===== config.mk =====
export PLATFORM = sky130hd
export DESIGN_NAME = cheshire_chip_rst_seq
export DESIGN_NICKNAME = d
export VERILOG_FILES = /design/src/rtl/cheshire_chip_pkg.sv /design/src/rtl/cheshire_chip_wdt.sv /design/src/rtl/cheshire_chip_rst_seq.sv
export SDC_FILE = /design/constraint.sdc
export NUM_CORES = 1
export LEC_CHECK = 0
export ABC_CLOCK_PERIOD_IN_PS = 2000
export BUFFER_PORTS_ARGS = -buffer_cell sky130_fd_sc_hd__buf_2
export CORE_UTILIZATION = 45
export CTS_CLUSTER_DIAMETER = 150
export DETAILED_ROUTE_END_ITERATION = 16
export HOLD_SLACK_MARGIN = 0.03
export PLACE_DENSITY = 0.67
export SLEW_MARGIN = 20
export SYNTH_ARGS = -nofsm -noshare
export SYNTH_HDL_FRONTEND = slang
export SYNTH_SLANG_ARGS = --single-unit

===== constraint.sdc =====
create_clock -name clk_i -period 2 [get_ports clk_i]
set_input_delay 0.2 -clock clk_i [delete_from_list [all_inputs] [get_ports clk_i]]
set_output_delay 0.2 -clock clk_i [all_outputs]
set_load 0.01 [all_outputs]

===== src/rtl/cheshire_chip_pkg.sv =====
// ============================================================================
// Module   : cheshire_chip_pkg
// Brief    : Shared types for the chip reset sequencer and its watchdog.
// Revision : 1.0 - initial release
// ============================================================================
`default_nettype none

package cheshire_chip_pkg;

    typedef enum logic [1:0] {
        RST_CAUSE_POR = 2'd0,
        RST_CAUSE_SW  = 2'd1,
        RST_CAUSE_WDT = 2'd2
    } rst_cause_e;

    typedef enum logic [1:0] {
        ST_HOLD    = 2'd0,
        ST_RELEASE = 2'd1,
        ST_RUN     = 2'd2
    } rst_seq_state_e;

    function automatic int unsigned max_u(input int unsigned a, input int unsigned b);
        return (a > b) ? a : b;
    endfunction

endpackage

`default_nettype wire


===== src/rtl/cheshire_chip_wdt.sv =====
// ============================================================================
// Module   : cheshire_chip_wdt
// Brief    : Run-phase watchdog; only exists when CHESHIRE_CHIP_RST_WDT_EN is set.
// Revision : 1.0 - initial release
// ============================================================================
`default_nettype none

`ifdef CHESHIRE_CHIP_RST_WDT_EN
module cheshire_chip_wdt #(
    parameter int unsigned WdtCycles = 2**20
) (
    input  logic clk_i,
    input  logic rst_ni,
    input  logic run_i,
    input  logic kick_i,
    output logic expire_o
);

    localparam int unsigned              C_CNT_W = $clog2(WdtCycles);
    localparam logic [C_CNT_W-1:0]       C_LAST  = C_CNT_W'(WdtCycles - 1);

    logic [C_CNT_W-1:0] r_cnt;

    // A kick wins over a coincident expiry.
    assign expire_o = run_i && !kick_i && (r_cnt == C_LAST);

    always_ff @(posedge clk_i) begin
        if (!rst_ni || !run_i || kick_i || expire_o) begin
            r_cnt <= '0;
        end else begin
            r_cnt <= r_cnt + 1'b1;
        end
    end

endmodule
`endif

`default_nettype wire


===== src/rtl/cheshire_chip_rst_seq.sv =====
// ============================================================================
// Module   : cheshire_chip_rst_seq
// Brief    : Staggered multi-domain reset release with SW warm reset and an
//            optional watchdog (enabled by CHESHIRE_CHIP_RST_WDT_EN).
// Revision : 1.0 - initial release
// ============================================================================
`default_nettype none

module cheshire_chip_rst_seq
    import cheshire_chip_pkg::*;
#(
    parameter int unsigned NumDomains    = 3,
    parameter int unsigned HoldCycles    = 16,
    parameter int unsigned StaggerCycles = 8,
    parameter int unsigned WdtCycles     = 2**20
) (
    input  logic                  clk_i,
    input  logic                  rst_ni,
    input  logic                  sw_rst_req_i,
    input  logic                  wdt_kick_i,
    output logic [NumDomains-1:0] domain_rst_no,
    output logic                  all_ready_o,
    output logic                  busy_o,
    output logic [1:0]            rst_cause_o
);

    localparam int unsigned C_CNT_W = $clog2(max_u(HoldCycles, StaggerCycles)) + 1;
    localparam int unsigned C_IDX_W = (NumDomains > 1) ? $clog2(NumDomains) : 1;

    localparam logic [C_CNT_W-1:0]    C_HOLD_LAST  = C_CNT_W'(HoldCycles - 1);
    localparam logic [C_CNT_W-1:0]    C_STAG_LAST  = C_CNT_W'(StaggerCycles - 1);
    localparam logic [NumDomains-1:0] C_DOM_FIRST  = NumDomains'(1);

    if (NumDomains < 1 || NumDomains > 8) begin : g_chk_num_domains
        $error("NumDomains must be within 1..8");
    end
    if (HoldCycles < 1) begin : g_chk_hold
        $error("HoldCycles must be at least 1");
    end
    if (StaggerCycles < 1) begin : g_chk_stagger
        $error("StaggerCycles must be at least 1");
    end
    if (WdtCycles < 2) begin : g_chk_wdt
        $error("WdtCycles must be at least 2");
    end

    rst_seq_state_e          r_state;
    logic [C_CNT_W-1:0]      r_cnt;
    logic [C_IDX_W-1:0]      r_idx;
    logic [NumDomains-1:0]   r_domain_rst_n;
    logic                    r_all_ready;
    logic                    r_busy;
    rst_cause_e              r_cause;

    logic                    w_run;
    logic                    w_wdt_expire;
    logic                    w_warm_rst;

    assign w_run = (r_state == ST_RUN);

`ifdef CHESHIRE_CHIP_RST_WDT_EN
    cheshire_chip_wdt #(
        .WdtCycles (WdtCycles)
    ) i_wdt (
        .clk_i    (clk_i),
        .rst_ni   (rst_ni),
        .run_i    (w_run),
        .kick_i   (wdt_kick_i),
        .expire_o (w_wdt_expire)
    );
`else
    logic w_unused_kick;
    assign w_unused_kick = wdt_kick_i;
    assign w_wdt_expire  = 1'b0;
`endif

    assign w_warm_rst = sw_rst_req_i || w_wdt_expire;

    // Domains are released LSB first by shifting ones into a thermometer code.
    always_ff @(posedge clk_i) begin
        if (!rst_ni) begin
            r_state        <= ST_HOLD;
            r_cnt          <= '0;
            r_idx          <= '0;
            r_domain_rst_n <= '0;
            r_all_ready    <= 1'b0;
            r_busy         <= 1'b1;
            r_cause        <= RST_CAUSE_POR;
        end else if (w_warm_rst) begin
            r_state        <= ST_HOLD;
            r_cnt          <= '0;
            r_idx          <= '0;
            r_domain_rst_n <= '0;
            r_all_ready    <= 1'b0;
            r_busy         <= 1'b1;
            r_cause        <= w_wdt_expire ? RST_CAUSE_WDT : RST_CAUSE_SW;
        end else begin
            case (r_state)
                ST_HOLD: begin
                    if (r_cnt == C_HOLD_LAST) begin
                        r_cnt          <= '0;
                        r_idx          <= '0;
                        r_domain_rst_n <= C_DOM_FIRST;
                        if (NumDomains == 1) begin
                            r_state     <= ST_RUN;
                            r_all_ready <= 1'b1;
                            r_busy      <= 1'b0;
                        end else begin
                            r_state     <= ST_RELEASE;
                        end
                    end else begin
                        r_cnt <= r_cnt + 1'b1;
                    end
                end
                ST_RELEASE: begin
                    if (r_cnt == C_STAG_LAST) begin
                        r_cnt          <= '0;
                        r_idx          <= r_idx + 1'b1;
                        r_domain_rst_n <= (r_domain_rst_n << 1) | C_DOM_FIRST;
                        if (32'(r_idx) + 32'd2 == NumDomains) begin
                            r_state     <= ST_RUN;
                            r_all_ready <= 1'b1;
                            r_busy      <= 1'b0;
                        end
                    end else begin
                        r_cnt <= r_cnt + 1'b1;
                    end
                end
                ST_RUN: begin
                    r_cnt <= '0;
                end
                default: begin
                    r_state        <= ST_HOLD;
                    r_cnt          <= '0;
                    r_idx          <= '0;
                    r_domain_rst_n <= '0;
                    r_all_ready    <= 1'b0;
                    r_busy         <= 1'b1;
                end
            endcase
        end
    end

    assign domain_rst_no = r_domain_rst_n;
    assign all_ready_o   = r_all_ready;
    assign busy_o        = r_busy;
    assign rst_cause_o   = r_cause;

endmodule

`default_nettype wire

**Word level (Yosys, flattened, before mapping)**

Cells that the tools add are included.
W data, S select, Z words.

- Div/mod/pow operators: 0
- Bitwise operators: 3
- Muxes and demuxes: 19
- Shift-type cells: 0
- Magnitude comparators: 0
- Reduce and logical (&&, ||, !) cells: 6
- Equality and inequality tests: 8
- Add/sub/neg operators: 3
- Multiply operators: 0

Operators by type and width:

| kind | count |
|---|---|
| $pmux W2 S3 | 2 |
| $mux W2 | 5 |
| $mux W5 | 2 |
| $pmux W5 S2 | 1 |
| $pmux W3 S3 | 1 |
| $mux W3 | 2 |
| $ne A2 B2 Y1 const B | 3 |
| $reduce_and A3 Y1 | 2 |
| $add A5 B1 Y5 const B | 1 |
| $eq A5 B3 Y1 const B | 1 |
| $eq A5 B4 Y1 const B | 1 |
| $mux W1 | 4 |
| $pmux W1 S2 | 2 |
| $reduce_and A4 Y1 | 1 |
| $reduce_or A2 Y1 | 2 |
| $add A2 B2 Y3 const B | 1 |
| $eq A3 B2 Y1 const B | 1 |
| $not A1 Y1 | 3 |
| $add A2 B1 Y2 const B | 1 |
| $eq A2 B1 Y1 const B | 1 |
| $eq A2 B2 Y1 const B | 1 |
| $logic_not A2 Y1 | 1 |

- Memory bits (writable): 0
- Memories: 0
- Word-level logic and storage cells: 46
- Latch bits: 0
- ROM bits: 0
- Flip-flop bits (word level): 15
- Input port bits: 4
- Output and inout port bits: 7

**Depth between registers and ports, before layout**

- Depth in word-level cells: 5
- Depth in mapped cells: 7
- Gate-level depth less buffers: 7

**Worst setup path after synthesis**

No wires, ideal clock.

- Path kind: register -> register
- From: reg r_cnt[0]
- To: reg r_idx[0]
- Data required time: 1.871 ns
- Arrival time: 1.262 ns
- Buffers on the path: 0
- Setup time: 0.129 ns
- Setup slack: 0.608 ns
- Period minus slack after synthesis: 1.392 ns
- Stages on the path, launching flop included: 8
- Path through: dfxtp_1 > ha_1 > nand3_1 > inv_1 > ha_1 > nand2b_1 > a221oi_1 > a211oi_1

- Word-level cells in the longest chain between the ends: 3
- Elaborated cells on any way between the ends: 5
- Those cells by class: eq/ne: 4; reduce/logical: 1

RTL lines:

| what | line | text |
|---|---|---|
| from (decl) | cheshire_chip_rst_seq.sv:48 | `logic [C_CNT_W-1:0] r_cnt;` |
| from (signal assigned) | cheshire_chip_rst_seq.sv:112 | `r_cnt <= r_cnt + 1'b1;` |
| from (signal assigned) | cheshire_chip_rst_seq.sv:126 | `r_cnt <= r_cnt + 1'b1;` |
| $eq A5 B3 Y1 / $eq A5 B4 Y1 (equally long branches) | cheshire_chip_rst_seq.sv:116, cheshire_chip_rst_seq.sv:100 |  |
| $ne A2 B2 Y1 (no line) | n/a |  |
| $reduce_and A3 Y1 (no line) (*) | n/a |  |
| to (signal assigned) | cheshire_chip_rst_seq.sv:118 | `r_idx <= r_idx + 1'b1;` |
| to (decl) | cheshire_chip_rst_seq.sv:49 | `logic [C_IDX_W-1:0] r_idx;` |

Every way passes the cells marked *; elsewhere a longest branch is shown, timed or not.
A chain may end at the register's enable or synchronous reset.

**Worst setup path after layout**

Same ends and word-level chain as after synthesis.

==> impl_summary.txt <==
----------------------------------------------------
[Status]
  Outcome ... finished clean

[Worst setup path]
  Critical path buffer and inverter count ... 1
  Crit path required time ... about 2.2 ns
  Crit Path Category ... flop to flop
  Critical path fanouts, max ... 4
  Cell at the slowest stage of the critical path ... sky130_fd_sc_hd__dfxtp_1
  Kind of launch point of the worst setup path ... flop
  Slowest stage delay, CP ... ~0.37 ns
  Cell Chain, Critical Path ... ha_1, nand3_1, inv_1, ha_1, nand2b_1, a221oi_1, a211oi_1
  Logic depth of the worst setup path including buffers ... 7
  Setup crit end kind ... flop
  Category of cells accounting for the largest share of critical-path delay ... adder cells
  Most frequent cell on the critical path ... sky130_fd_sc_hd__ha_1
  Length in cells of the worst reg-to-reg path ... 7
  Worst Setup SP ... r_cnt[0]
  Critical register-to-register path startpoint ... r_cnt[0]
  Data arrival time of the worst path ... around 1.8 ns

[Die]
  IO Pins ... 11
  Site row count ... 14
  Core Footprint ... roughly 1500 um^2
  Die outline width ... 42.0 um
  Effective utilization at floorplan ... roughly 48%
  Vertical extent of the die ... 42.0 um
  DIE AREA ... around 1800 um^2

[Placement]
  GP Congestion ... ~0.80
  Total half-perimeter wirelength after legalization and detailed placement ... 899 um
  Worst setup slack before clock tree synthesis ... about 0.46 ns
  Count of input and output buffers ... 8

[Yosys]
  Fraction of registers with async set/reset ... 0%
  Total nets after synthesis ... 85
  Synthesized-area fraction occupied by xor and xnor cells ... 2.43%
  Syn_area_per_cell ... 9.34 um^2
  Cell type with the largest total area after synthesis ... sky130_fd_sc_hd__dfxtp_1
  Fraction of the mapped netlist area in simple logic gates ... 25.2%
  Synthesis Warnings ... 0
  Summed instance area of the synthesized netlist ... approximately 700 um^2
  Sequential element share of the synthesized area ... about two fifths
  Share of synthesized cell area in full adder, half adder and majority cells ... 6.96%
  Unique masters post-synth ... 30
  Leading post-synthesis cells by cell area ... sky130_fd_sc_hd__dfxtp_1 (42%), sky130_fd_sc_hd__nand3_1 (7.7%), sky130_fd_sc_hd__ha_1 (7.0%)
  Most used flip-flop cell after synthesis ... sky130_fd_sc_hd__dfxtp_1
  Post-synth EDFFs ... 0
  Synthesized-area fraction occupied by ao, oa, aoi and oai cells ... between 10% and 20%
  Multiplexer share of the synthesized area ... 0%
  Post-synthesis cell count ... 77
  Register bit total from synthesis ... 15
  Leading post-synthesis cells by instance count ... sky130_fd_sc_hd__dfxtp_1 (15), sky130_fd_sc_hd__nand3_1 (11), sky130_fd_sc_hd__inv_1 (7)
  Yosys top cell area share ... between 40% and 50%
  Combinational family with the most area after synthesis ... simple AND/OR/NAND/NOR gates
  Cell with the most instances after synthesis ... sky130_fd_sc_hd__dfxtp_1

[STA]
  Slew headroom ... slightly above 60%
  Count of endpoints failing setup in the final report ... 0
  Ratio of final minimum period to clock period ... 79.3%
  Max Clock Freq ... ~0.63 GHz
  Worst setup margin ... a little over 0.4 ns
  RSZ-0062 raised after global routing ... no
  Hold violation count in the final report ... 0
  Skew final ... about 0.0039 ns
  Final setup TNS ... 0 ns
  Slew of the pin with the lowest slew margin ... around 0.57 ns
  Min Clock Period, post-route ... approximately 1.6 ns
  Pins Over Slew Limit ... 0
  Final Hold Slack ... around 0.13 ns

[Route]
  Total iterations of the first detailed-routing run ... 4
  Final ANT Viol Nets ... 0
  Average wire per cell in the routed design ... 12.8 um
  Vias after detailed routing ... approximately 570
  Remaining DRCs ... 0
  Via count normalized by instance count ... 5.65
  Final wirelength ... around 1.3 mm
  Iteration-0 DRC count of the detailed router ... 11

[Power and ir drop]
  Static Leakage ... roughly 0.3 nW
  Peak supply drop ... between 0.3 and 0.4 mV
  Ratio of total power to cell area ... 644 nW/um^2

[Layout]
  Final antenna diode count ... 0
  Proportion of layout cells with a drive suffix above 1 ... between 10% and 20%
  Final Net Count ... 93
  Area growth from synthesis to layout ... 7.13%

[Global routing]
  Via count of the first global-routing pass ... approximately 540
  First-pass GRT wire length ... around 2.2 mm
  Antenna violations before repair ... 0
  Pin count of the biggest net entering global routing ... 10
  Total grt overflow ... 0
  GRT Util Overall ... 16.7%

[Clocking]
  Count of instances resized after the clock tree is built ... 0
  Count of clock tree sinks ... 15
  Clock-pin slew reported for the worst setup and hold paths after clock tree synthesis ... around 0.090 ns
  Root buffer selected by CTS ... sky130_fd_sc_hd__clkbuf_4
  Maximum count of clock buffers along a single path ... 2
  Clock tree from TritonCTS ... yes
  Clk Latency, worst-skew pair ... approximately 0.29 ns
  Setup Fix Bufs, Post-CTS ... 0
  CTS HTree Levels ... 1
  CTS hold repair buffers ... 0
  CTS buffer count ... 3

[Min path]
  Path category of the worst min-delay check ... input port to flop
  Min-Delay Startpoint ... sw_rst_req_i
  Cell count of the worst hold path ... 2

[Flow run]
  Maximum capacitance violations ... 0

----------------------------------------------------
## sequential cells by signal, indices dropped and copies added (netlist names)
signal and cells:
r_cnt 5, domain_rst_no 3, r_idx 2, r_state 2, all_ready_o 1, busy_o 1, rst_cause_o 1
## metal layers
layer	wire length, um	track usage [%]	vias up
met5	0	0	-
met4	40	11.6	0
met3	55	3.88	5
met2	525	26.6	15
met1	660	19.7	259
li1	-	-	286
## path summary, 6_finish.rpt
check,end,slack [ns]
worst max-delay path,r_idx[0],0.41
worst min-delay path,rst_cause_o[0],0.13
worst max register to register,r_idx[0],0.41
worst min register to register,r_cnt[0],0.46
## through the flow
stage	utilization [%]	cell area, um^2	instances	power (mW)
global placement	49.4	744	96	0.327
global route	51.2	771	100	0.513
floorplan	-	719	77	0.323
CTS	51.2	771	100	0.503
detailed placement	49.4	744	96	0.328
finish	51.2	771	100	0.496
## logic make-up after synthesis
group | after synthesis
and+or+nand+nor | 29
buffers and inverters | 12
xor gates and xnor gates | 2
DFF | 15
other | 1
AOI/OAI and AO/OA | 14
adders and majority gates | 4
## placed cells by master, fill, tap and decap left out, types with 2 or more instances in the layout
cell type and n:
sky130_fd_sc_hd__a21oi_1 2, sky130_fd_sc_hd__a221oi_1 2, sky130_fd_sc_hd__a31oi_1 3, sky130_fd_sc_hd__buf_2 8, sky130_fd_sc_hd__clkbuf_4 3, sky130_fd_sc_hd__dfxtp_1 15, sky130_fd_sc_hd__ha_1 4, sky130_fd_sc_hd__inv_1 7
sky130_fd_sc_hd__nand2_1 3, sky130_fd_sc_hd__nand2b_1 3, sky130_fd_sc_hd__nand3_1 11, sky130_fd_sc_hd__nor2_1 3, sky130_fd_sc_hd__nor2b_1 2, sky130_fd_sc_hd__o21a_1 2, sky130_fd_sc_hd__xor2_1 2
## cell type report
class | instances | area (um^2)
Fill cell | 146 | 736
Multi-Input combinational cell | 50 | 358
Sequential cell | 15 | 300
Timing Repair Buffer | 8 | 40.0
Clock buffer | 4 | 26.3
Inverter | 7 | 26.3
Tap cell | 16 | 20.0
## report_power, final
part	switching, mW	internal (mW)
clock	0.0982	0.0776
sequential	0.00230	0.302
combinational	0.00959	0.00683
No activity file was read; power rests on OpenSTA's default activity.
